File: config.mk
export PLATFORM = sky130hd
export DESIGN_NAME = serial_word_tx
export DESIGN_NICKNAME = d
export VERILOG_FILES = /design/src/rtl/serial_word_tx.sv
export SDC_FILE = /design/constraint.sdc
export NUM_CORES = 1
export LEC_CHECK = 0
export ABC_AREA = 1
export CORE_MARGIN = 5
export CORE_UTILIZATION = 45
export CTS_CLUSTER_SIZE = 8
export DETAILED_ROUTE_END_ITERATION = 7
export MAX_ROUTING_LAYER = met4
export PLACE_DENSITY_LB_ADDON = 0.2
export SYNTH_ARGS = -nofsm -noshare
export SYNTH_HDL_FRONTEND = slang
export SYNTH_SLANG_ARGS = --single-unit
File: constraint.sdc
create_clock -name clk -period 1.7 [get_ports clk]
set_clock_uncertainty 0.15 [all_clocks]
set_input_delay 0.34 -clock clk [delete_from_list [all_inputs] [get_ports clk]]
set_output_delay 0.34 -clock clk [all_outputs]
set_load 0.005 [all_outputs]
File: src/rtl/serial_word_tx.sv
// Parallel-to-serial word transmitter, MSB first, with gapless back-to-back words.
// Optional even-parity trailer bit enabled by defining SERIAL_WORD_TX_PARITY_EN.
module serial_word_tx #(
    parameter int   WIDTH      = 8,
    parameter logic IDLE_LEVEL = 1'b0
) (
    input  logic             clk,
    input  logic             reset,
    input  logic [WIDTH-1:0] data_in,
    input  logic             load,
    output logic             ready,
    output logic             x,
    output logic             x_valid,
    output logic             last_bit,
    output logic             busy
);
    localparam int CW = $clog2(WIDTH);

    typedef enum logic [1:0] {
        IDLE,
        SHIFT
`ifdef SERIAL_WORD_TX_PARITY_EN
        , PAR
`endif
    } state_t;

    state_t           state_q, state_d;
    logic [WIDTH-1:0] shreg_q, shreg_d;
    logic [CW-1:0]    cnt_q, cnt_d;
    logic             accept;
`ifdef SERIAL_WORD_TX_PARITY_EN
    logic             par_q, par_d;
`endif

    // Outputs decode from registered state only, so load/data_in never reach them.
    always_comb begin
        ready    = 1'b0;
        x        = IDLE_LEVEL;
        x_valid  = 1'b0;
        last_bit = 1'b0;
        busy     = 1'b0;
        case (state_q)
            IDLE: ready = 1'b1;
            SHIFT: begin
                x       = shreg_q[WIDTH-1];
                x_valid = 1'b1;
                busy    = 1'b1;
`ifndef SERIAL_WORD_TX_PARITY_EN
                last_bit = (cnt_q == '0);
                ready    = (cnt_q == '0);
`endif
            end
`ifdef SERIAL_WORD_TX_PARITY_EN
            PAR: begin
                x        = par_q;
                x_valid  = 1'b1;
                busy     = 1'b1;
                last_bit = 1'b1;
                ready    = 1'b1;
            end
`endif
            default: ;
        endcase
    end

    always_comb begin
        state_d = state_q;
        shreg_d = shreg_q;
        cnt_d   = cnt_q;
`ifdef SERIAL_WORD_TX_PARITY_EN
        par_d   = par_q;
`endif
        accept  = load && ready;
        case (state_q)
            SHIFT: begin
                if (cnt_q != '0) begin
                    shreg_d = {shreg_q[WIDTH-2:0], 1'b0};
                    cnt_d   = cnt_q - 1'b1;
                end else begin
`ifdef SERIAL_WORD_TX_PARITY_EN
                    state_d = PAR;
`else
                    state_d = IDLE;
`endif
                end
            end
`ifdef SERIAL_WORD_TX_PARITY_EN
            PAR: state_d = IDLE;
`endif
            default: ;
        endcase
        // Accept only happens when ready, and every ready state hands off to a fresh SHIFT.
        if (accept) begin
            state_d = SHIFT;
            shreg_d = data_in;
            cnt_d   = CW'(WIDTH - 1);
`ifdef SERIAL_WORD_TX_PARITY_EN
            par_d   = ^data_in;
`endif
        end
    end

    always_ff @(posedge clk or negedge reset) begin
        if (!reset) begin
            state_q <= IDLE;
            shreg_q <= '0;
            cnt_q   <= '0;
`ifdef SERIAL_WORD_TX_PARITY_EN
            par_q   <= 1'b0;
`endif
        end else begin
            state_q <= state_d;
            shreg_q <= shreg_d;
            cnt_q   <= cnt_d;
`ifdef SERIAL_WORD_TX_PARITY_EN
            par_q   <= par_d;
`endif
        end
    end
endmodule

# Yosys cells after proc, flatten, opt, wreduce, memory -nomap -nowiden

Cells that the tools add are included.

Register bits after elaboration: 13

Add/subtract/negate cells: 1
Eq/ne operators: 2
Mux-type cells: 13
Reduce and logical (&&, ||, !) cells: 8

Operators by type and width:

| cell                | number |
|---|---|
| $mux 8              | 3 |
| $mux 3              | 3 |
| $mux 2              | 3 |
| $reduce_and 2->1    | 2 |
| $reduce_bool 2->1   | 2 |
| $logic_not 3->1     | 1 |
| $mux 1              | 3 |
| $reduce_bool 3->1   | 1 |
| $sub 3x1->3 const B | 1 |
| $eq 2x1->1 const B  | 1 |
| $logic_not 2->1     | 1 |
| $ne 2x2->1 const B  | 1 |
| $pmux 1 s2          | 1 |
| $logic_and 1x1->1   | 1 |

# Depth between registers and ports, before layout

Depth in word-level cells: 5
Depth in mapped cells: 9
Depth with buffers taken out: 8

# Worst setup path after synthesis

No wires, ideal clock.

Kind: register to output
Start: register cnt_q[0]
End: output ready
Arrival time: 1.041 ns
Required time: 1.210 ns
Slack: 0.169 ns
Stages on the path, launching flop included: 7
Buffers on the path: 1
Cell sequence: dfrtp_1 > inv_1 > ha_1 > ha_1 > inv_2 > nand2_2 > buf_6

Word-level cells in the longest chain between the ends: 2

RTL lines:

| item                     | line | RTL |
|---|---|---|
| start: declaration       | 29   | `logic [CW-1:0] cnt_q, cnt_d;` |
| start signal: assignment | 114  | `cnt_q <= cnt_d;` |
| $logic_not 3->1          | 50   | `ready = (cnt_q == '0);` |
| $pmux 1 s2               | 42   | `case (state_q)` |
| end: declaration         | 11   | `output logic ready,` |

No other way between the ends.

# Worst setup path in the final report

Same ends and word-level chain as after synthesis.

==> results.json <==
{
  "worst_setup_path_end_kind": "output port",
  "number_of_global_route_vias_before_repair": 513,
  "total_of_endpoints_with_negative_setup_slack_in_the_final_report": 1,
  "ff2ff_path_depth": 9,
  "synthDominantAreaCellType": "dfrtp_1",
  "r2r-end": "cnt_q[1]$_DFFE_PN0P_",
  "synth_edf_count": 0,
  "synth.cell_area_um2": 621.8,
  "timing.final.hold_violations": 0,
  "maxCapViolCount": 0,
  "r2r_startpoint": "cnt_q[0]$_DFFE_PN0P_",
  "post_drt_wl_per_cell_um": 11.32,
  "diodes": 0,
  "synth.top_cells.by_area": "dfrtp_1, nand3_1, nand2_1, inv_1, buf_6",
  "hpwlAfterDp_um": 867,
  "htree_levels": 1,
  "grt_pass1_wl_mm": 2.187,
  "critical_path_required_ps": 1210,
  "grt.total_usage": 0.1485,
  "grt_setup_unrepaired": "true",
  "final_antenna_net_count": 0,
  "clock_latency_reported_for_the_late_side_of_the_worst_skew_pair_ps": 270,
  "final_critical_path_setup_slack_ps": -100.8,
  "dominant_cell_by_count_in_the_synthesized_netlist": "nand3_1",
  "async_flop_share": 1.000,
  "grt_antenna_before_repair": 0,
  "num-fill-cells": 106,
  "timing.critical_path.from": "cnt_q[0]$_DFFE_PN0P_",
  "route.vias.total": 558,
  "avgSynthCellArea_um2": 8.403,
  "power_density_nw_per_um2": 1546,
  "layout-area-overhead-vs-synth_pct": 37.22,
  "drt_first_pass_iters": 4,
  "cts_sinks": 12,
  "cts_made_buffers": 3,
  "timing.hold.worst.class": "in -> async",
  "finalNetCount": 109,
  "netlist_instances": 74,
  "die-area_um2": 2225,
  "r2r_slack_ps": 90,
  "max_freq_ghz": 0.5553,
  "routed_wirelength_mm": 1.245,
  "detail_route.vias_per_cell": 5.073,
  "synth_top_cell_area_share": 0.4829,
  "peakVddDrop_mv": 0.8905,
  "worstMarginPinSlew_ps": 341.0,
  "final_cells": 110,
  "core_region_area_um2": 1301,
  "port-buffer-count": 15,
  "critical_path_class": "reg -> out",
  "cts-root-to-sink-buffers": 2,
  "floorplan.die.width_um": 47.18,
  "status": "finished with violations",
  "drt_first_iter_violations": 7,
  "maxSlewViolCount": 0,
  "post_synth_most_frequent_cells": "nand3_1, nand2_1, dfrtp_1",
  "cellLeakagePower_nw": 0.4470,
  "postSynth.topFlopCell": "dfrtp_1",
  "cp_data_arrival_time_ps": 1310,
  "layout-drive-gt1-share": 0.2105,
  "cts_tree": "built",
  "synth_warnings": 0,
  "grt-ovfl-total": 0,
  "synth_sequential_area_ratio": 0.4829,
  "violations": "setup timing",
  "post_dp_cell_area_um2": 779.5,
  "slew_headroom": 0.7724,
  "period_needed_ps": 1801,
  "boundaryPins": 16,
  "drcViolationCount": 0,
  "highest_net_fanout_along_the_worst_path": 2,
  "std_cell_rows": 13,
  "yosysUniqueCellTypes": 10,
  "synth.net_count": 87,
  "post-route-cell-area_um2": 853.3,
  "cts.clk_slew.worst_paths_ps": 70,
  "setup.worst_path.start_class": "flip-flop",
  "die_height_um": 47.18,
  "placed_cells": 104,
  "synth_seq_cells": 12,
  "initial_core_util": 0.4779,
  "largest_net_degree_at_the_start_of_global_routing": 21,
  "gp_congestion": 0.7232,
  "cts-root-buf": "clkbuf_4",
  "finalCritPeriodShare": 1.059
}
state kept, by name, indices dropped and copies added (netlist names):
signal   count
shreg_q      8
cnt_q        3
state_q      1
layout by cell type, fill, tap and decap left out:
master            n
clkdlybuf4s50_1  11
buf_4             6
ha_4              2
inv_1             7
inv_2             3
dfrtp_1          12
nand2_2           1
nand3_1          25
nor2_4            1
buf_6             2
clkbuf_8          1
nand2_1          18
dlygate4sd2_1     2
clkbuf_4          3
buf_2             1
report_power, final:
group          switching [mW]  total (mW)  leakage (nW)  internal [mW]
combinational           0.341       0.646         0.276          0.305
clock                  0.0938       0.224        0.0210          0.130
sequential             0.0497       0.449         0.150          0.399
metal layers:
layer | part of all wire | track usage | up-vias
met5 | 0 | - | -
met4 | 0.031 | 0.1215 | 0
met3 | 0.059 | 0.02682 | 5
met2 | 0.47 | 0.1978 | 15
met1 | 0.43 | 0.1924 | 258
li1 | - | - | 280
kinds of logic after synthesis:
group,count (synthesis),synth area share
adder cells (fa/ha/maj),2,0.04024
buffers and inverters,15,0.1388
flip-flops,12,0.4829
AND/OR/NAND/NOR,45,0.3380
final cells by class:
type	count	area (um^2)	area share
sequential	12	300.3	0.3519
timing repair buffer	22	200.2	0.2346
inverter	10	37.54	0.04399
multi-input combinational	47	260.3	0.3050
tap	15	18.77	0.02199
clock buffer	4	36.28	0.04252
metrics by stage:
| stage | util | setup WS [ps] | total power, mW | hold slack (ps) | TNS, ps |
|---|---|---|---|---|---|
| after floorplan | - | 168.5 | 0.8497 | -105.6 | 0 |
| after detailed placement | 0.5990 | -179.2 | 1.035 | 324.0 | -337.6 |
| after global routing | 0.6558 | -166.0 | 1.459 | 247.4 | -287.5 |
| after global placement | 0.5990 | -133.8 | 1.007 | 311.2 | -258.5 |
| final | 0.6558 | -100.8 | 1.319 | 208.7 | -100.8 |
| after CTS | 0.6567 | -109.1 | 1.338 | 207.0 | -109.1 |
what timing repair did:
item,in CTS,in global routing
resized for setup,17,1
buffers inserted,3,0
hold buffers,0,0
setup endpoints to repair,5,13
pin swaps,1,0
critical path, stage by stage (launching register included):
cell and delay [ps]:
dfrtp_1 360, inv_2 60, ha_4 160, ha_4 150, buf_6 110, inv_2 40, nand2_2 60, buf_6 110
worst max path at each step:
stage	cells after the start	slack (ps)	end
2_1_floorplan	6	170	ready
3_3_place_gp	6	-130	ready
3_5_place_dp	6	-180	ready
4_1_cts	7	-110	ready
5_1_grt	7	-170	ready
6_report	7	-100	ready
Note: power is estimated with default switching activity, not from simulation.
